## src/rtl/phys_tick_sched.sv

```systemverilog
// Physics tick generator plus round-robin arbiter for the shared position/gravity
// update unit; one service round per tick, each grant held until done or timeout.
module phys_tick_sched #(
    parameter int N_REQ       = 4,
    parameter int TICK_CYCLES = 65000,
    parameter int TIMEOUT     = 256,
    parameter int IDW         = $clog2(N_REQ)
) (
    input  logic             clk,
    input  logic             rst,
    input  logic [N_REQ-1:0] req,
    input  logic [N_REQ-1:0] done,
    output logic             tick,
    output logic [N_REQ-1:0] gnt,
    output logic [IDW-1:0]   gnt_id,
    output logic             busy,
    output logic             err_timeout,
    output logic             overrun,
    output logic [7:0]       overrun_cnt
);

    localparam int CW = $clog2(TICK_CYCLES);
    localparam int WW = $clog2(TIMEOUT + 1);
    localparam int SW = IDW + 1;
    localparam logic [CW-1:0]  TICK_LAST = CW'(TICK_CYCLES - 1);
    localparam logic [WW-1:0]  WAIT_LAST = WW'(TIMEOUT - 1);
    localparam logic [IDW-1:0] LAST_ID   = IDW'(N_REQ - 1);
    localparam logic [SW-1:0]  N_WIDE    = SW'(N_REQ);

    typedef enum logic [1:0] {IDLE, SCAN, WAIT} state_t;

    state_t           state, state_nxt;
    logic [CW-1:0]    cnt;
    logic [N_REQ-1:0] pend, pend_nxt;
    logic [N_REQ-1:0] gnt_nxt;
    logic [IDW-1:0]   rr_ptr, rr_ptr_nxt;
    logic [IDW-1:0]   gnt_id_nxt;
    logic [IDW-1:0]   pick;
    logic [IDW-1:0]   idx;
    logic [SW-1:0]    sum;
    logic [WW-1:0]    wcnt, wcnt_nxt;
    logic             err_nxt;
    logic             found;

    always_ff @(posedge clk) begin
        if (rst) begin
            cnt <= '0;
        end else if (cnt == TICK_LAST) begin
            cnt <= '0;
        end else begin
            cnt <= cnt + 1'b1;
        end
    end

    assign tick    = (cnt == TICK_LAST);
    assign busy    = (state != IDLE);
    assign overrun = tick && busy;

    // Cyclic search starting at rr_ptr; sum stays below 2*N_REQ so one subtraction wraps it.
    always_comb begin
        found = 1'b0;
        pick  = '0;
        idx   = '0;
        sum   = '0;
        for (int i = 0; i < N_REQ; i++) begin
            sum = {1'b0, rr_ptr} + SW'(i);
            if (sum >= N_WIDE) begin
                sum = sum - N_WIDE;
            end
            idx = sum[IDW-1:0];
            if (!found && pend[idx]) begin
                found = 1'b1;
                pick  = idx;
            end
        end
    end

    always_comb begin
        state_nxt  = state;
        pend_nxt   = pend;
        rr_ptr_nxt = rr_ptr;
        gnt_nxt    = gnt;
        gnt_id_nxt = gnt_id;
        wcnt_nxt   = wcnt;
        err_nxt    = 1'b0;
        unique case (state)
            IDLE: begin
                if (tick) begin
                    pend_nxt  = req;
                    state_nxt = SCAN;
                end
            end
            SCAN: begin
                if (!found) begin
                    state_nxt = IDLE;
                end else begin
                    gnt_nxt       = '0;
                    gnt_nxt[pick] = 1'b1;
                    gnt_id_nxt    = pick;
                    wcnt_nxt      = '0;
                    state_nxt     = WAIT;
                end
            end
            WAIT: begin
                // Done wins over a timeout landing in the same cycle.
                if (done[gnt_id] || (wcnt == WAIT_LAST)) begin
                    gnt_nxt          = '0;
                    pend_nxt[gnt_id] = 1'b0;
                    rr_ptr_nxt       = (gnt_id == LAST_ID) ? '0 : gnt_id + 1'b1;
                    err_nxt          = !done[gnt_id];
                    state_nxt        = SCAN;
                end else begin
                    wcnt_nxt = wcnt + 1'b1;
                end
            end
            default: state_nxt = IDLE;
        endcase
    end

    always_ff @(posedge clk) begin
        if (rst) begin
            state       <= IDLE;
            pend        <= '0;
            rr_ptr      <= '0;
            gnt         <= '0;
            gnt_id      <= '0;
            wcnt        <= '0;
            err_timeout <= 1'b0;
            overrun_cnt <= '0;
        end else begin
            state       <= state_nxt;
            pend        <= pend_nxt;
            rr_ptr      <= rr_ptr_nxt;
            gnt         <= gnt_nxt;
            gnt_id      <= gnt_id_nxt;
            wcnt        <= wcnt_nxt;
            err_timeout <= err_nxt;
            if (overrun && (overrun_cnt != 8'hFF)) begin
                overrun_cnt <= overrun_cnt + 1'b1;
            end
        end
    end

endmodule

```

## config.mk

```make
export PLATFORM = sky130hd
export DESIGN_NAME = phys_tick_sched
export DESIGN_NICKNAME = d
export VERILOG_FILES = /design/src/rtl/phys_tick_sched.sv
export SDC_FILE = /design/constraint.sdc
export NUM_CORES = 1
export LEC_CHECK = 0
export CAP_MARGIN = 20
export CORE_MARGIN = 1
export CORE_UTILIZATION = 54
export CTS_BUF_LIST = sky130_fd_sc_hd__clkbuf_8
export CTS_CLUSTER_SIZE = 10
export DETAILED_ROUTE_END_ITERATION = 7
export GPL_TIMING_DRIVEN = 0
export HOLD_SLACK_MARGIN = 0.03
export PLACE_DENSITY = 0.78
export SYNTH_ARGS = -nofsm -noshare
export SYNTH_HDL_FRONTEND = slang
export SYNTH_SLANG_ARGS = --single-unit
```

## constraint.sdc

```tcl
create_clock -name clk -period 5.3 [get_ports clk]
set_input_delay 0.795 -clock clk [delete_from_list [all_inputs] [get_ports clk]]
set_output_delay 0.795 -clock clk [all_outputs]
set_load 0.005 [all_outputs]
```

## Word-level counts from Yosys, hierarchy flattened

Cells that the tools add are included.

- Output and inout port bits: 18
- Word-level logic and storage cells: 110
- Bits of input ports: 10
- Flip-flop bits (word level): 48

- Reductions and logical operators: 24
- Eq/ne operators: 10
- Mux-type cells: 40
- Bitwise operators: 4
- Order comparisons: 12
- Add/sub/neg operators: 11

Operators by type and width:

| operator | number |
|---|---|
| two-way mux 2 bit | 12 |
| < comparator 2 x 3 -> 1 bit (second input constant) | 6 |
| two-way mux 9 bit | 2 |
| one-hot mux 9 bit (2 select lines) | 1 |
| adder 16 x 1 -> 16 bit (second input constant) | 1 |
| == test 16 bit (second input constant) | 1 |
| two-way mux 4 bit | 4 |
| one-hot mux 4 bit (2 select lines) | 2 |
| two-way mux 1 bit | 11 |
| binary-select mux 1 bit (select 2 bit) | 5 |
| adder 9 x 1 -> 9 bit (second input constant) | 1 |
| == test 9 x 8 -> 1 bit (second input constant) | 1 |
| >= comparator 3 bit (second input constant) | 3 |
| AND reduction 3 bit | 3 |
| adder 8 x 1 -> 8 bit (second input constant) | 1 |
| != test 2 bit (second input constant) | 4 |
| != test 8 bit (second input constant) | 1 |
| subtractor 2 x 1 -> 2 bit (second input constant) | 4 |
| logical AND 1 bit | 7 |
| adder 2 x 2 -> 3 bit (second input constant) | 2 |
| one-hot mux 2 bit (3 select lines) | 1 |
| AND reduction 2 bit | 3 |
| nonzero test 2 bit | 3 |
| bitwise AND 4 bit | 1 |
| 14 further kinds | 21 |

## Logic depth before layout (Yosys ltp)

Gate-level depths: netlist (run 1).

- Word-level depth: 20
- Gate-level depth with buffers: 9
- Depth with buffers taken out: 9

## Least setup slack after synthesis (run 1)

OpenSTA, ideal clock, no wires.

- Path type: register -> output
- Start point: register cnt[0]
- End point: output port overrun
- Stages on the path, launching flop included: 6
- Arrival: 1.322 ns
- Buffers on the path: 1
- Path slack: 3.183 ns
- Required time: 4.505 ns
- Cell sequence: dfxtp_1 -> ha_1 -> nand4b_1 -> nor4_4 -> and2_1 -> buf_6

- Longest elaborated chain between the ends: 2

Ends and longest elaborated chain:

| element | RTL line | RTL |
|---|---|---|
| from (decl) | 33 | `logic [CW-1:0] cnt;` |
| from (signal assigned) | 51 | `cnt <= cnt + 1'b1;` |
| == test 16 bit | 55 | `assign tick = (cnt == TICK_LAST);` |
| named net tick | 13 | `output logic tick,` |
| logical AND 1 bit | 57 | `assign overrun = tick && busy;` |
| to (decl) | 18 | `output logic overrun,` |

The timed path passes the listed nets, and every way through them passes these cells.

## Final worst setup path (run 1)

- Start point: register cnt[0]
- End point: output port overrun

- Longest elaborated chain between the ends: 2

Ends and longest elaborated chain:

| element | RTL line |
|---|---|
| == test 16 bit | 55 |
| logical AND 1 bit | 57 |

Every way passes these cells.

==> impl_results.md, run 1 <==
* Register area share after synthesis at approximately 41%
* Fin nets at around 320
* Pwr per Cell Area at 213 nW/um^2
* Drt total wl at 4430 um
* Rows at 23
* Pin count of the biggest net entering global routing at 14
* Vias per cell at 5.55
* Clk_skew at around 0.009 ns
* Critical Path End: overrun
* Clock period minus worst slack at roughly 3.2 ns
* Critical Path Sink Type: output pin
* Startpoint types: flop
* Die area at about 4600 um^2
* Number of port buffers at 27
* Sw frac at between 20% and 30%
* Global-route wire length before repair at 7340 um
* H-tree depth at 2
* Max-Slew Margin vs Limit at between 60% and 70%
* Via count at 1966
* Diode count at 0
* Part of the power in combinational logic at under 10%
* Register share of total power at between 60 and 70%
* Outcome: finished, final reports clean
* Reg2reg start: wcnt[3]$_SDFFE_PP0P_
* WL per Instance at 12.5 um
* DR pass1 iterations at 4
* DP HPWL at 3210 um
* Hold Fails Final Rpt at 0
* R2R cell count at 9
* DRT antenna net count at 0
* RSZ-0062 raised after global routing: false
* Largest area contributor in the netlist: dfxtp_1
* Cell area after synthesis at approximately 2400 um^2
* Initial DRC count at ~130
* Psw at 0.127 mW
* Yosys cell types at 47
* Crit path from: cnt[0]$_SDFF_PP0_
* P&R area growth vs syn at 17.4%
* P_leak at approximately 0.98 nW
* Hold-fix buffers, CTS at 0
* Post_cts resized at 0
* Worst hold path type: flop to flop
* F_max at approximately 0.32 GHz
* Antenna violations before repair at 0
* Slowest stage delay, CP at around 0.5 ns
* Layout cell share with drive strength beyond 1 at 7.89%
* Finished Core Util at between 60 and 70%
* Final setup fails at 0
* Reg2reg end: wcnt[8]$_SDFFE_PP0P_
* Core area at roughly 4000 um^2
* Clock share of power at approximately a third
* Max clock buf depth at 2
* R2r setup slk at just under 3 ns
* CP Data Required Time at ~4.5 ns
* Peak supply drop at 119 uV
* Die height at about 68 um
* Setup ws final at 2.13 ns
* Post-Syn Instances at 270
* Die Width at a little under 70 um
* Avg Inst Size Synth at 8.71 um^2
* Syn_nets at ~290
* Setup TNS Final at 0 ns
* Vias in the first global route at about 1700
* Synth top area cells: dfxtp_1, nor2_1, xor2_1, ha_1, a21oi_1
* Crit Path Class: flop to output pin
* GRT overflow at 0
* Tcrit/Tclk final at 59.9%
* Post-place setup slack at ~2.5 ns
* Number of I/O pins at 28
* Total power at 0.587 mW
* WP data arrival at about 2.4 ns
* Internal power at ~0.46 mW
* #FFs+latches synth at 48
* Worst-path clk slew at approximately 0.08 ns
* Crit-path cells: ha_1 > nand4b_1 > nor4_4 > and2_1 > buf_6 > clkdlybuf4s50_1
* Clock Latency Late Sink at 0.30 ns
* Post-route DRC at 0
* Max Cap Viol at 0
* Post-CTS setup buffer count at 0
* CP max stage cell: clkdlybuf4s50_1
* TritonCTS Buffers at 5
* Gpl congestion at 0.772
* GRT Total Usage at a little over a fifth
* CTS tree: done
* Tightest Pin Transition at about 0.59 ns
* Starting Density at a little under three fifths
* Sink Count at 48
* Post-synth top area share at between 40% and 50%
* Yosys warnings at 0
* Maximum net fanout on the critical path at 10
* Slew Limit Fails at 0
* Cell at the root of the clock tree: clkbuf_8
synthesized netlist by cell type (all sizes together):
cell type and count:
a31oi 4, and4b 1, a41oi 1, buf 3, inv 9, nor3 5, mux2i 8, and4 1
xor2 12, nand4bb 1, and3b 1, a211oi 1, or4 1, a22oi 6, nor2b 2, nand2b 4
dfxtp 48, and2 4, a21oi 20, a32oi 1, clkbuf 5, nand3 11, or2 2, nand4 9
nand3b 3, nand2 23, or3 5, nor2 47, o21ai 4, o2bb2a 1, xnor2 10, nor4 1
nand4b 1, a31o 1, a311oi 1, ha 8, and3 5
critical path, delay by kind of cell (launching register included):
family,cells,cell delay [ns]
AND/OR/NAND/NOR,3,0.87
buffers and inverters,2,0.62
flip-flops,1,0.36
adder cells (fa/ha/maj),1,0.24
registers in the layout, indices dropped and copies added, names as in the netlist:
register and cells:
cnt 16, wcnt 9, overrun_cnt 8, gnt 4, pend 4, gnt_id 2
rr_ptr 2, state 2, err_timeout 1
area by class of cell:
type,instances,area [um^2]
Clock inverter,2,8.76
Clock buffer,5,68.8
Timing Repair Buffer,27,270
Tap cell,50,62.6
Buffer,8,42.5
Multi-Input combinational cell,205,1320
Inverter,9,33.8
Sequential cell,48,961
Fill cell,355,1320
worst min-delay path by stage:
stage / from / to / slack, ns / cells past startpoint
finish: gnt[1]$_SDFFE_PP0P_ / gnt[1]$_SDFFE_PP0P_ / 0.45 / 2
global route: cnt[0]$_SDFF_PP0_ / cnt[0]$_SDFF_PP0_ / 0.47 / 1
CTS: gnt[1]$_SDFFE_PP0P_ / gnt[1]$_SDFFE_PP0P_ / 0.46 / 2
detailed placement: cnt[0]$_SDFF_PP0_ / cnt[0]$_SDFF_PP0_ / 0.44 / 1
global placement: cnt[0]$_SDFF_PP0_ / cnt[0]$_SDFF_PP0_ / 0.43 / 1
floorplan: cnt[0]$_SDFF_PP0_ / cnt[0]$_SDFF_PP0_ / 0.42 / 1
kinds of logic (layout without fill, tap and decap cells):
logic type	after synthesis	in the layout	synth area share [%]
xor+xnor	22	22	8.19
fa+ha+maj	8	8	4.26
simple gates	127	127	28.8
flops	48	48	40.9
mux	8	8	3.40
buf+inv	17	51	3.24
compound gates	40	40	11.2
routing by layer:
layer / routed length (um) / GRT usage [%] / up-vias
met3: 186 / 5.17 / 6
met2: 2140 / 36.6 / 41
met5: 0 / 0 / -
met1: 2050 / 24.4 / 923
met4: 59 / 9.11 / 0
li1: - / - / 996
power groups by stage:
stage / clock (mW) / sequential [mW] / combinational (mW)
2_1_floorplan: 0 / 0.372 / 0.0108
3_3_place_gp: 0 / 0.372 / 0.0209
3_5_place_dp: 0 / 0.372 / 0.0211
4_1_cts: 0.209 / 0.364 / 0.0213
5_1_grt: 0.221 / 0.364 / 0.0232
6_report: 0.202 / 0.364 / 0.0209
stage by stage:
| step | cell area (um^2) | hold WS [ns] | cells |
|---|---|---|---|
| 2_1_floorplan | 2350 | 0.417 | 270 |
| 3_3_place_gp | 2690 | 0.432 | 347 |
| 3_5_place_dp | 2690 | 0.444 | 347 |
| 4_1_cts | 2760 | 0.458 | 354 |
| 5_1_grt | 2760 | 0.475 | 354 |
| 6_report | 2760 | 0.453 | 354 |
placed cells by master, fill, tap and decap left out, types with 4 or more instances in the layout:
| cell | instances |
|---|---|
| a22oi_1 | 5 |
| a31oi_1 | 4 |
| and3_1 | 4 |
| nor2_1 | 47 |
| mux2i_1 | 8 |
| nand3_1 | 10 |
| clkdlybuf4s50_1 | 27 |
| nand2b_1 | 4 |
| or3_1 | 5 |
| nor3_1 | 5 |
| nand2_1 | 23 |
| nand4_1 | 8 |
| xnor2_1 | 10 |
| inv_1 | 10 |
| dfxtp_1 | 48 |
| xor2_1 | 12 |
| clkbuf_8 | 5 |
| clkbuf_1 | 5 |
| a21oi_1 | 19 |
| ha_1 | 8 |
Power figures use the tool's default switching activity.
==> inputs of run 2 (changes only) <==
--- a/config.mk
+++ b/config.mk
@@ -7,7 +7,7 @@
 export LEC_CHECK = 0
 export CAP_MARGIN = 20
 export CORE_MARGIN = 1
-export CORE_UTILIZATION = 54
+export CORE_UTILIZATION = 52
 export CTS_BUF_LIST = sky130_fd_sc_hd__clkbuf_8
 export CTS_CLUSTER_SIZE = 10
 export DETAILED_ROUTE_END_ITERATION = 7
==> constraint.sdc (replaced) <==
create_clock -name clk -period 2.87 [get_ports clk]
set_input_delay 0.4305 -clock clk [delete_from_list [all_inputs] [get_ports clk]]
set_output_delay 0.4305 -clock clk [all_outputs]
set_load 0.005 [all_outputs]
==> impl_results.md, run 2 (same netlist as run 1, synthesis figures left out) <==
* Outcome: finished, final reports clean
* RSZ-0062 raised after global routing: false
* Vias per cell at 5.41 (-2.5%)
* Worst-path clk slew at 0.09 ns (about the same)
* Diode count at 0 (unchanged)
* Top delay family on crit path: buffers and inverters
* H-tree depth at 2 (unchanged)
* Antenna violations before repair at 0 (unchanged)
* Tcrit/Tclk final at between 90% and 100%
* Finished Core Util at 64.3% (-3.3 points)
* Crit path from: cnt[0]$_SDFF_PP0_
* Max-Slew Margin vs Limit at 59.7% (-0.70 points)
* Critical Path Sink Type: output pin
* WP data arrival at 2.29 ns (-0.09 ns)
* Commonest non-fill, non-tap cell in the layout: dfxtp_1
* Max Cap Viol at 0 (unchanged)
* Dpl cell area at 2690 um^2 (about the same)
* GRT overflow at 0 (unchanged)
* Clk_skew at 0.00861 ns (-0.000259 ns)
* Global-route wire length before repair at 7980 um (+8.7%)
* Clock share of power at 36.0% (+1.5 points)
* Maximum net fanout on the critical path at 7 (-3)
* Pwr per Cell Area at 397 nW/um^2 (+87%)
* Cell at the root of the clock tree: clkbuf_8
* R2R cell count at 9 (unchanged)
* Reg2reg end: wcnt[8]$_SDFFE_PP0P_
* GRT Total Usage at 20.4% (-0.77 points)
* Final setup fails at 0 (unchanged)
* Gpl congestion at 0.775 (+0.47%)
* Fin nets at 325 (+0.93%)
* Layout cell share with drive strength beyond 1 at 9.74% (+1.8 points)
* Initial DRC count at 98 (-25%)
* Part of the power in combinational logic at 3.5% (about the same)
* P_leak at 1.00 nW (+1.7%)
* Slew Limit Fails at 0 (unchanged)
* Setup ws final at 0.152 ns (-1.98 ns)
* Die height at 69.3 um (+1.8%)
* DP HPWL at 3270 um (+1.9%)
* Die area at 4800 um^2 (+3.7%)
* Register share of total power at 60.5% (-1.5 points)
* Core area at 4350 um^2 (+6.6%)
* Setup TNS Final at 0 ns (unchanged)
* Starting Density at 54.0% (-3.5 points)
* Internal power at 0.858 mW (+86%)
* Stages on the worst setup path at 7 (+1)
* Reg2reg start: wcnt[3]$_SDFFE_PP0P_
* Worst hold path type: flop to flop
* Startpoint types: flop
* Crit-path cells: ha_2 > nand4b_1 > nor4_4 > buf_4 > and2_1 > buf_6 > clkdlybuf4s50_1
* DRT antenna net count at 0 (unchanged)
* Post-route DRC at 0 (unchanged)
* P&R area growth vs syn at 19.0%
* DR pass1 iterations at 4 (unchanged)
* Psw at 0.253 mW (+99%)
* Hold-fix buffers, CTS at 0 (unchanged)
* Number of port buffers at 27 (unchanged)
* Max clock buf depth at 2 (unchanged)
* Hold Fails Final Rpt at 0 (unchanged)
* Critical Path End: overrun
* F_max at between 0.3 and 0.4 GHz
* Post-place setup slack at 0.419 ns (-2.04 ns)
* Top Registers: cnt: 16 flops, wcnt: 9 flops, overrun_cnt: 8 flops
* Sink Count at 48 (unchanged)
* Drt total wl at 4540 um (+2.4%)
* Vias in the first global route at 1928 (+11%)
* Via count at 1949 (-0.86%)
* Total power at 1.11 mW (+89%)
* Die Width at 69.3 um (+1.8%)
* Design Area, Final at 2800 um^2 (+1.4%)
* WL per Instance at 12.6 um (+0.68%)
* CP Data Required Time at 2.44 ns (-2.07 ns)
* Biggest register: cnt
* CP max stage cell: clkdlybuf4s50_1
* Max reg flops at 16 (unchanged)
* TritonCTS Buffers at 5 (unchanged)
* R2r setup slk at 0.52 ns (-2.42 ns)
* Rows at 24 (+4.3%)
* CTS tree: done
* Most frequent cells in the layout: dfxtp_1, nor2_1, clkdlybuf4s50_1
* Peak supply drop at 382 uV (+220%)
* Slowest stage delay, CP at 0.49 ns (about the same)
* Tightest Pin Transition at 0.600 ns (+0.0105 ns)
* Pin count of the biggest net entering global routing at 16 (+2)
* Clock period minus worst slack at between 2 and 3 ns
* Worst path buffer plus inverter count at 3 (+1)
* Crit Path Class: flop to output pin
* Sw frac at 22.8% (+1.1 points)
* Number of I/O pins at 28 (unchanged)
* Clock Latency Late Sink at 0.30 ns (about the same)
==> run 2: cell count changes in the layout (fill, tap and decap cells not counted), sizes merged <==
cell / change
inv: -1
clkinv: +2
buf: +3
==> run 2: final cells by class <==
class / count / area, um^2
fill: 369 / 1550
multi-input combinational: 205 / 1320
sequential: 48 / 961
timing repair buffer: 30 / 293
clock buffer: 5 / 68.8
tap: 52 / 65.1
buffer: 8 / 42.5
inverter: 9 / 33.8
clock inverter: 3 / 18.8
==> run 2: worst min-delay path by stage <==
| stage | start | endpoint | cells past startpoint | slack [ns] |
|---|---|---|---|---|
| floorplan | cnt[0]$_SDFF_PP0_ | cnt[0]$_SDFF_PP0_ | 1 | 0.42 |
| global placement | cnt[0]$_SDFF_PP0_ | cnt[0]$_SDFF_PP0_ | 1 | 0.43 |
| detailed placement | cnt[0]$_SDFF_PP0_ | cnt[0]$_SDFF_PP0_ | 1 | 0.43 |
| CTS | cnt[0]$_SDFF_PP0_ | cnt[0]$_SDFF_PP0_ | 1 | 0.45 |
| global route | gnt[0]$_SDFFE_PP0P_ | gnt[0]$_SDFFE_PP0P_ | 2 | 0.49 |
| finish | gnt[1]$_SDFFE_PP0P_ | gnt[1]$_SDFFE_PP0P_ | 2 | 0.45 |
==> run 2: tightest hold or removal path: stages (launching register included) <==
cell and delay, ns:
dfxtp_1 0.32, nand2_1 0.05, a21oi_1 0.05
==> run 2: what timing repair did <==
action / 4_1_cts / 5_1_grt
buffers inserted: 0 / 3
endpoints found under the setup margin: 0 / 1
gates resized for setup: 0 / 1
==> run 2: metrics by stage <==
stage | cells | hold slack, ns
final | 360 | 0.452
after global placement | 349 | 0.431
after detailed placement | 349 | 0.434
after global routing | 360 | 0.493
after CTS | 357 | 0.452
after floorplan | 270 | 0.417
==> run 2: metal layers <==
| metal | wire length [um] | GRT usage [%] | share of wire (%) | vias up |
|---|---|---|---|---|
| li1 | - | - | - | 1011 |
| met1 | 2100 | 22.8 | 46 | 894 |
| met2 | 2160 | 36.1 | 47 | 33 |
| met3 | 178 | 5.38 | 3.9 | 11 |
| met4 | 108 | 8.62 | 2.4 | 0 |
| met5 | 0 | 0 | 0 | - |
==> run 2: power groups by stage <==
stage          Combinational [mW]  Clock (mW)  Sequential, mW
5_1_grt                    0.0431       0.442           0.673
3_3_place_gp               0.0382           0           0.687
2_1_floorplan              0.0199           0           0.687
3_5_place_dp               0.0388           0           0.688
4_1_cts                    0.0390       0.415           0.672
6_report                   0.0388       0.400           0.672
